## src/rtl/lmi_ifill.sv

```systemverilog
// rtl/lmi_ifill.sv - instruction line-fill engine between the IRAM controller and the bus
//
// Purpose:
//   On a miss pulse from the IRAM controller, issues one burst-read request
//   and forwards BEATS read beats, registered, to the IRAM fill port. If the
//   bus ends the burst early or flags an error, the remaining beats are
//   flushed as zeros so that the IRAM always sees a complete line of BEATS
//   beats. A sticky error flag records such fills until software clears it.
//
// Optional feature:
//   LMI_IFILL_TIMEOUT_EN - adds an 8-bit bus inactivity counter. A fill that
//   waits TIMEOUT_CYC cycles for a grant or for a beat is aborted into FLUSH
//   and flagged as an error. Without the macro the engine waits indefinitely.
//
// Parameters:
//   BEATS        beats per line fill (power of two, 2..8)
//   TIMEOUT_CYC  inactivity limit in cycles (only used with the macro)
//
// Ports:
//   CLK           in   rising-edge clock
//   RESET_D1_R_N  in   asynchronous active-low reset
//   IW_MISS_P     in   line-fill start pulse (accepted only when idle)
//   MISS_ADDR     in   [31:0] physical address of the missing instruction
//   MEMZEROFIRST  in   start the burst at beat 0 of the line
//   FL_REQ        out  burst-read request
//   FL_ADDR       out  [31:0] burst start address
//   BUS_GNT       in   request accepted
//   BUS_RVALID    in   read beat valid
//   BUS_RDATA     in   [31:0] read beat data
//   BUS_RLAST     in   last beat of the burst
//   BUS_ERR       in   beat error, qualified by BUS_RVALID
//   IS_VAL        out  beat valid to the IRAM fill port
//   IS_DATA       out  [31:0] beat data to the IRAM fill port
//   FL_BUSY       out  fill in progress
//   FL_ERR_R      out  sticky fill-error flag
//   ERR_CLR       in   clears FL_ERR_R (a simultaneous set wins)

module lmi_ifill #(
  parameter int         BEATS       = 4,
  parameter logic [7:0] TIMEOUT_CYC = 8'd255
) (
  input  logic        CLK,
  input  logic        RESET_D1_R_N,
  input  logic        IW_MISS_P,
  input  logic [31:0] MISS_ADDR,
  input  logic        MEMZEROFIRST,
  output logic        FL_REQ,
  output logic [31:0] FL_ADDR,
  input  logic        BUS_GNT,
  input  logic        BUS_RVALID,
  input  logic [31:0] BUS_RDATA,
  input  logic        BUS_RLAST,
  input  logic        BUS_ERR,
  output logic        IS_VAL,
  output logic [31:0] IS_DATA,
  output logic        FL_BUSY,
  output logic        FL_ERR_R,
  input  logic        ERR_CLR
);

  localparam int CW    = $clog2(BEATS);
  localparam int OFF_W = CW + 2;
  // Clears the byte offset within the line (word offset plus byte lane).
  localparam logic [31:0] LINE_MASK = ~((32'd1 << OFF_W) - 32'd1);
  localparam logic [CW-1:0] LAST_BEAT = CW'(BEATS - 1);

  if (BEATS < 2 || BEATS > 8 || (BEATS & (BEATS - 1)) != 0 || TIMEOUT_CYC == 8'd0)
  begin : g_param_chk
    $error("lmi_ifill: BEATS must be a power of two in 2..8 and TIMEOUT_CYC nonzero");
  end

  typedef enum logic [3:0] {
    S_IDLE  = 4'b0001,
    S_REQ   = 4'b0010,
    S_DATA  = 4'b0100,
    S_FLUSH = 4'b1000
  } state_t;

  state_t        state_q, state_d;
  logic [31:0]   addr_q, addr_d;
  logic [CW-1:0] cnt_q, cnt_d;
  logic          is_val_q, is_val_d;
  logic [31:0]   is_data_q, is_data_d;
  logic          err_q, err_d;
  logic          err_set;
  logic          to_hit;

`ifdef LMI_IFILL_TIMEOUT_EN
  logic [7:0] to_cnt_q, to_cnt_d;

  // Counts consecutive cycles spent waiting on the bus; any grant or beat
  // restarts it, and it stays at zero outside REQ/DATA.
  always_comb begin
    to_cnt_d = 8'd0;
    to_hit   = 1'b0;
    if ((state_q == S_REQ && !BUS_GNT) || (state_q == S_DATA && !BUS_RVALID)) begin
      if (to_cnt_q == TIMEOUT_CYC - 8'd1) begin
        to_hit = 1'b1;
      end else begin
        to_cnt_d = to_cnt_q + 8'd1;
      end
    end
  end

  always_ff @(posedge CLK or negedge RESET_D1_R_N) begin
    if (!RESET_D1_R_N) begin
      to_cnt_q <= 8'd0;
    end else begin
      to_cnt_q <= to_cnt_d;
    end
  end
`else
  assign to_hit = 1'b0;
`endif

  always_comb begin
    state_d   = state_q;
    addr_d    = addr_q;
    cnt_d     = cnt_q;
    is_val_d  = 1'b0;
    is_data_d = 32'd0;
    err_set   = 1'b0;

    case (state_q)
      S_IDLE: begin
        if (IW_MISS_P) begin
          addr_d = MISS_ADDR & ~32'd3;
          if (MEMZEROFIRST) begin
            addr_d = addr_d & LINE_MASK;
          end
          cnt_d   = '0;
          state_d = S_REQ;
        end
      end

      S_REQ: begin
        if (BUS_GNT) begin
          cnt_d   = '0;
          state_d = S_DATA;
        end else if (to_hit) begin
          err_set = 1'b1;
          state_d = S_FLUSH;
        end
      end

      S_DATA: begin
        if (BUS_RVALID) begin
          is_val_d = 1'b1;
          cnt_d    = cnt_q + CW'(1);
          if (BUS_ERR || (BUS_RLAST && cnt_q != LAST_BEAT)) begin
            // Bad beat is forwarded as zero; if it was the final beat the
            // line is already complete and there is nothing left to flush.
            err_set = 1'b1;
            state_d = (cnt_q == LAST_BEAT) ? S_IDLE : S_FLUSH;
          end else begin
            is_data_d = BUS_RDATA;
            if (cnt_q == LAST_BEAT) begin
              state_d = S_IDLE;
            end
          end
        end else if (to_hit) begin
          err_set = 1'b1;
          state_d = S_FLUSH;
        end
      end

      S_FLUSH: begin
        // Pad the line with zero beats; the beat counter already holds the
        // number of beats forwarded for this miss.
        is_val_d = 1'b1;
        cnt_d    = cnt_q + CW'(1);
        if (cnt_q == LAST_BEAT) begin
          state_d = S_IDLE;
        end
      end

      default: begin
        state_d = S_IDLE;
      end
    endcase

    err_d = err_q;
    if (ERR_CLR) begin
      err_d = 1'b0;
    end
    if (err_set) begin
      err_d = 1'b1;
    end
  end

  always_ff @(posedge CLK or negedge RESET_D1_R_N) begin
    if (!RESET_D1_R_N) begin
      state_q   <= S_IDLE;
      addr_q    <= 32'd0;
      cnt_q     <= '0;
      is_val_q  <= 1'b0;
      is_data_q <= 32'd0;
      err_q     <= 1'b0;
    end else begin
      state_q   <= state_d;
      addr_q    <= addr_d;
      cnt_q     <= cnt_d;
      is_val_q  <= is_val_d;
      is_data_q <= is_data_d;
      err_q     <= err_d;
    end
  end

  assign FL_REQ   = (state_q == S_REQ);
  assign FL_ADDR  = addr_q;
  assign IS_VAL   = is_val_q;
  assign IS_DATA  = is_data_q;
  assign FL_BUSY  = (state_q != S_IDLE);
  assign FL_ERR_R = err_q;

endmodule

```

## config.mk

```make
export PLATFORM = sky130hd
export DESIGN_NAME = lmi_ifill
export DESIGN_NICKNAME = d
export VERILOG_FILES = /design/src/rtl/lmi_ifill.sv
export SDC_FILE = /design/constraint.sdc
export NUM_CORES = 1
export LEC_CHECK = 0
export CAP_MARGIN = 20
export CORE_MARGIN = 5
export CORE_UTILIZATION = 42
export CTS_CLUSTER_DIAMETER = 120
export DETAILED_ROUTE_END_ITERATION = 12
export PLACE_DENSITY = 0.85
export SLEW_MARGIN = 20
export SYNTH_ARGS = -nofsm -noshare
export SYNTH_HDL_FRONTEND = slang
export SYNTH_SLANG_ARGS = --single-unit
```

## constraint.sdc

```tcl
create_clock -name CLK -period 2.9 [get_ports CLK]
set_input_delay 0.435 -clock CLK [delete_from_list [all_inputs] [get_ports CLK]]
set_output_delay 0.435 -clock CLK [all_outputs]
set_load 0.1 [all_outputs]
```

==> impl_table.tex <==
\begin{tabular}{lr}
\hline
Metric & Value \\
\hline
\multicolumn{2}{l}{\textbf{Yosys}} \\
\quad Post-Syn Instances & 187 \\
\quad Cell type with the highest aggregate area in the netlist & sky130\_fd\_sc\_hd\_\_dfrtp\_1 \\
\quad Post-synthesis sequential area ratio & 0.655 \\
\quad Combined area of all synthesized cells & 2680 sq um \\
\quad Number of warning messages in the yosys log & 0 \\
\quad Synthesized area per cell & 14.3 sq um \\
\quad Count of unique library cells instantiated by Yosys & 34 \\
\quad Synthesized flop and latch total & 70 \\
\quad Largest cells by area after synthesis & sky130\_fd\_sc\_hd\_\_dfrtp\_1, sky130\_fd\_sc\_hd\_\_mux2\_1, sky130\_fd\_sc\_hd\_\_and2\_1, sky130\_fd\_sc\_hd\_\_buf\_6, sky130\_fd\_sc\_hd\_\_dfstp\_2 \\
\quad Area share of the leading cell type in the synthesized netlist & 0.645 \\
\multicolumn{2}{l}{\textbf{Worst setup path}} \\
\quad Slowest stage delay, CP & 0.56 ns \\
\quad Kind of start point of the critical path & register \\
\quad CP max FO & 10 \\
\quad Capturing element type of the critical path & output port \\
\quad Req. time, crit path & 2.47 ns \\
\quad Critical path's slowest cell & sky130\_fd\_sc\_hd\_\_or4b\_1 \\
\quad CP Data Arrival Time & 1.63 ns \\
\quad Classification of the worst setup path & register to output port \\
\quad Cell-by-cell trace of the critical path & or4b\_1 -> buf\_4 \\
\multicolumn{2}{l}{\textbf{Final layout}} \\
\quad Synth-to-layout area growth & 52.7\% \\
\quad Number of nets in the finished design & 403 \\
\quad Commonest cells after routing, fill and taps aside & sky130\_fd\_sc\_hd\_\_dfrtp\_1, sky130\_fd\_sc\_hd\_\_clkdlybuf4s50\_1, sky130\_fd\_sc\_hd\_\_buf\_4 \\
\quad Inserted Diodes & 0 \\
\quad Util after Layout & 0.651 \\
\quad Share of layout cells above drive strength 1 & 0.262 \\
\quad Final instance count without filler cells & 409 \\
\multicolumn{2}{l}{\textbf{Die}} \\
\quad Die X & 89.8 um \\
\quad DIE HEIGHT & 89.8 um \\
\quad Top-level I/O count & 141 \\
\quad Floorplan core area & 6280 sq um \\
\quad Site row count & 29 \\
\quad Die footprint & 8070 sq um \\
\quad Initial Utilization & 0.426 \\
\multicolumn{2}{l}{\textbf{Hold path}} \\
\quad Type of the worst min-delay path & input pin to async pin \\
\multicolumn{2}{l}{\textbf{Timing}} \\
\quad Setup repair after global routing missed its margin & no \\
\quad Worst rel slew slack & 0.479 \\
\quad Final hold violation count & 0 \\
\quad Max Fclk & 485 MHz \\
\quad Period utilization & 0.711 \\
\quad Setup-failing EPs final & 0 \\
\quad Worst Tran Pin Value & 0.781 ns \\
\quad Worst-case clock skew & 0.00849 ns \\
\quad Total negative slack for setup checks & 0 ns \\
\quad Period minus WS final & 2.06 ns \\
\quad Max-slew violation count & 0 \\
\multicolumn{2}{l}{\textbf{Route}} \\
\quad Iteration-0 DRC Markers & 51 \\
\quad Detailed-route vias per instance & 4.71 \\
\quad DRC errors left & 0 \\
\quad Routed vias & 1926 \\
\quad Detail-routed net length per standard cell & 14.9 um \\
\quad Router iterations before antenna repair & 4 \\
\quad Number of nets with antenna violations after detailed routing & 0 \\
\quad Total Wirelength & 6090 um \\
\multicolumn{2}{l}{\textbf{Power}} \\
\quad Pwr Density & 1130 nW/um\^{}2 \\
\quad Max IR drop VDD & 1260 uV \\
\quad Leakage Power & 1.96 nW \\
\multicolumn{2}{l}{\textbf{Clock network}} \\
\quad CTS Buf Count & 9 \\
\quad Clock-pin transition on the worst setup and hold timing paths & 0.07 ns \\
\quad Post-CTS Repair Setup Buffers & 0 \\
\quad Root buffer cell & sky130\_fd\_sc\_hd\_\_clkbuf\_8 \\
\quad H-tree levels & 3 \\
\quad Clock sinks & 70 \\
\quad Total of hold buffers inserted after clock tree synthesis & 0 \\
\quad Maximum count of clock buffers along a single path & 2 \\
\quad Clock latency on the worst-skew pair & 0.32 ns \\
\quad Total of cells resized after clock tree synthesis & 0 \\
\quad CTS tree & yes \\
\multicolumn{2}{l}{\textbf{Placement}} \\
\quad Final GP Congestion & 0.731 \\
\quad IO buf count & 136 \\
\quad DPL Wire Length & 4740 um \\
\quad Dpl cells & 394 \\
\multicolumn{2}{l}{\textbf{GRT}} \\
\quad Remaining global-route overflow & 0 \\
\quad Largest net degree at the start of global routing & 37 \\
\quad Antenna violations before repair & 0 \\
\quad Number of global-route vias before repair & 2075 \\
\quad First-pass GRT wire length & 10100 um \\
\quad Global-route total usage across every layer & 0.155 \\
\multicolumn{2}{l}{\textbf{Run}} \\
\quad Total of max-cap violations & 0 \\
\multicolumn{2}{l}{\textbf{Run status}} \\
\quad Result of the run & finished clean \\
\hline
\end{tabular}
where the power goes:
group	total [W]	internal [W]	switching, W
sequential	0.00137	0.00122	0.000153
clock	0.000624	0.000304	0.000319
combinational	0.00260	0.000591	0.00201
cell usage after synthesis, drive strengths merged:
cell,n
o21ai,3
nand4bb,1
or3,1
nand2b,3
o21a,1
nand4b,1
nor3b,3
inv,6
a211oi,1
ha,2
nor3,3
and2,32
mux2,28
o41ai,1
buf,10
nand3b,3
dfstp,1
nor2,5
o22ai,1
or4b,1
a21oi,2
xnor2,1
dfrtp,69
a22o,1
conb,1
o32a,1
a21o,3
o22a,1
nor4b,1
final timing paths:
check	from	to	slack (ns)	depth (start not counted)
max in group asynchronous	RESET_D1_R_N	FL_ADDR[25]	2.04	2
min reg2reg	FL_ADDR[28]	FL_ADDR[28]	0.49	1
max	state_q[1]	FL_BUSY	0.84	2
max reg2reg	state_q[2]	FL_ADDR[4]	1.06	4
min in group CLK	FL_ADDR[28]	FL_ADDR[28]	0.49	1
min	RESET_D1_R_N	FL_ADDR[19]	0.18	1
cell type report:
| class | count | area (sq um) |
|---|---|---|
| Clock buffer | 13 | 139 |
| Clock inverter | 2 | 10.0 |
| Fill cell | 509 | 2190 |
| Inverter | 6 | 22.5 |
| Multi-Input combinational cell | 102 | 840 |
| Sequential cell | 70 | 1750 |
| Tap cell | 77 | 96.3 |
| Timing Repair Buffer | 139 | 1230 |
through the flow:
step / hold WS (ns) / setup WS (ns) / cell area (sq um) / total power, W
floorplan: 0.139 / 0.736 / 2690 / 0.00343
global placement: 0.468 / 0.814 / 3940 / 0.00397
detailed placement: 0.476 / 0.787 / 3940 / 0.00402
CTS: 0.203 / 0.813 / 4090 / 0.00465
global route: 0.241 / 0.779 / 4090 / 0.00478
finish: 0.184 / 0.840 / 4090 / 0.00460
cells by family after synthesis:
family,Yosys count,synth area share
AOI/OAI and AO/OA,15,0.0439
xor gates and xnor gates,1,0.00327
adders and majority gates,2,0.00935
buffers and inverters,16,0.0360
DFF,70,0.655
muxes,28,0.118
other,1,0.00140
and+or+nand+nor,54,0.133
layer usage:
layer	wire, um	vias to the layer above	track usage
met3	620	6	0.0651
met1	2300	924	0.171
met5	0	-	0
li1	-	907	-
met4	59	0	0.0567
met2	3110	89	0.267
critical path, delay by kind of cell, from the launching register on:
kind	cells	cell delay (ns)
flops	1	0.50
simple gates	1	0.56
buf+inv	1	0.25
flip-flops by register name (all words and copies together), names as in the netlist:
name / cells
cnt_q: 2
state_q: 4
FL_ERR_R: 1
IS_VAL: 1
FL_ADDR: 30
IS_DATA: 32
Note: power is estimated with default switching activity, not from simulation.
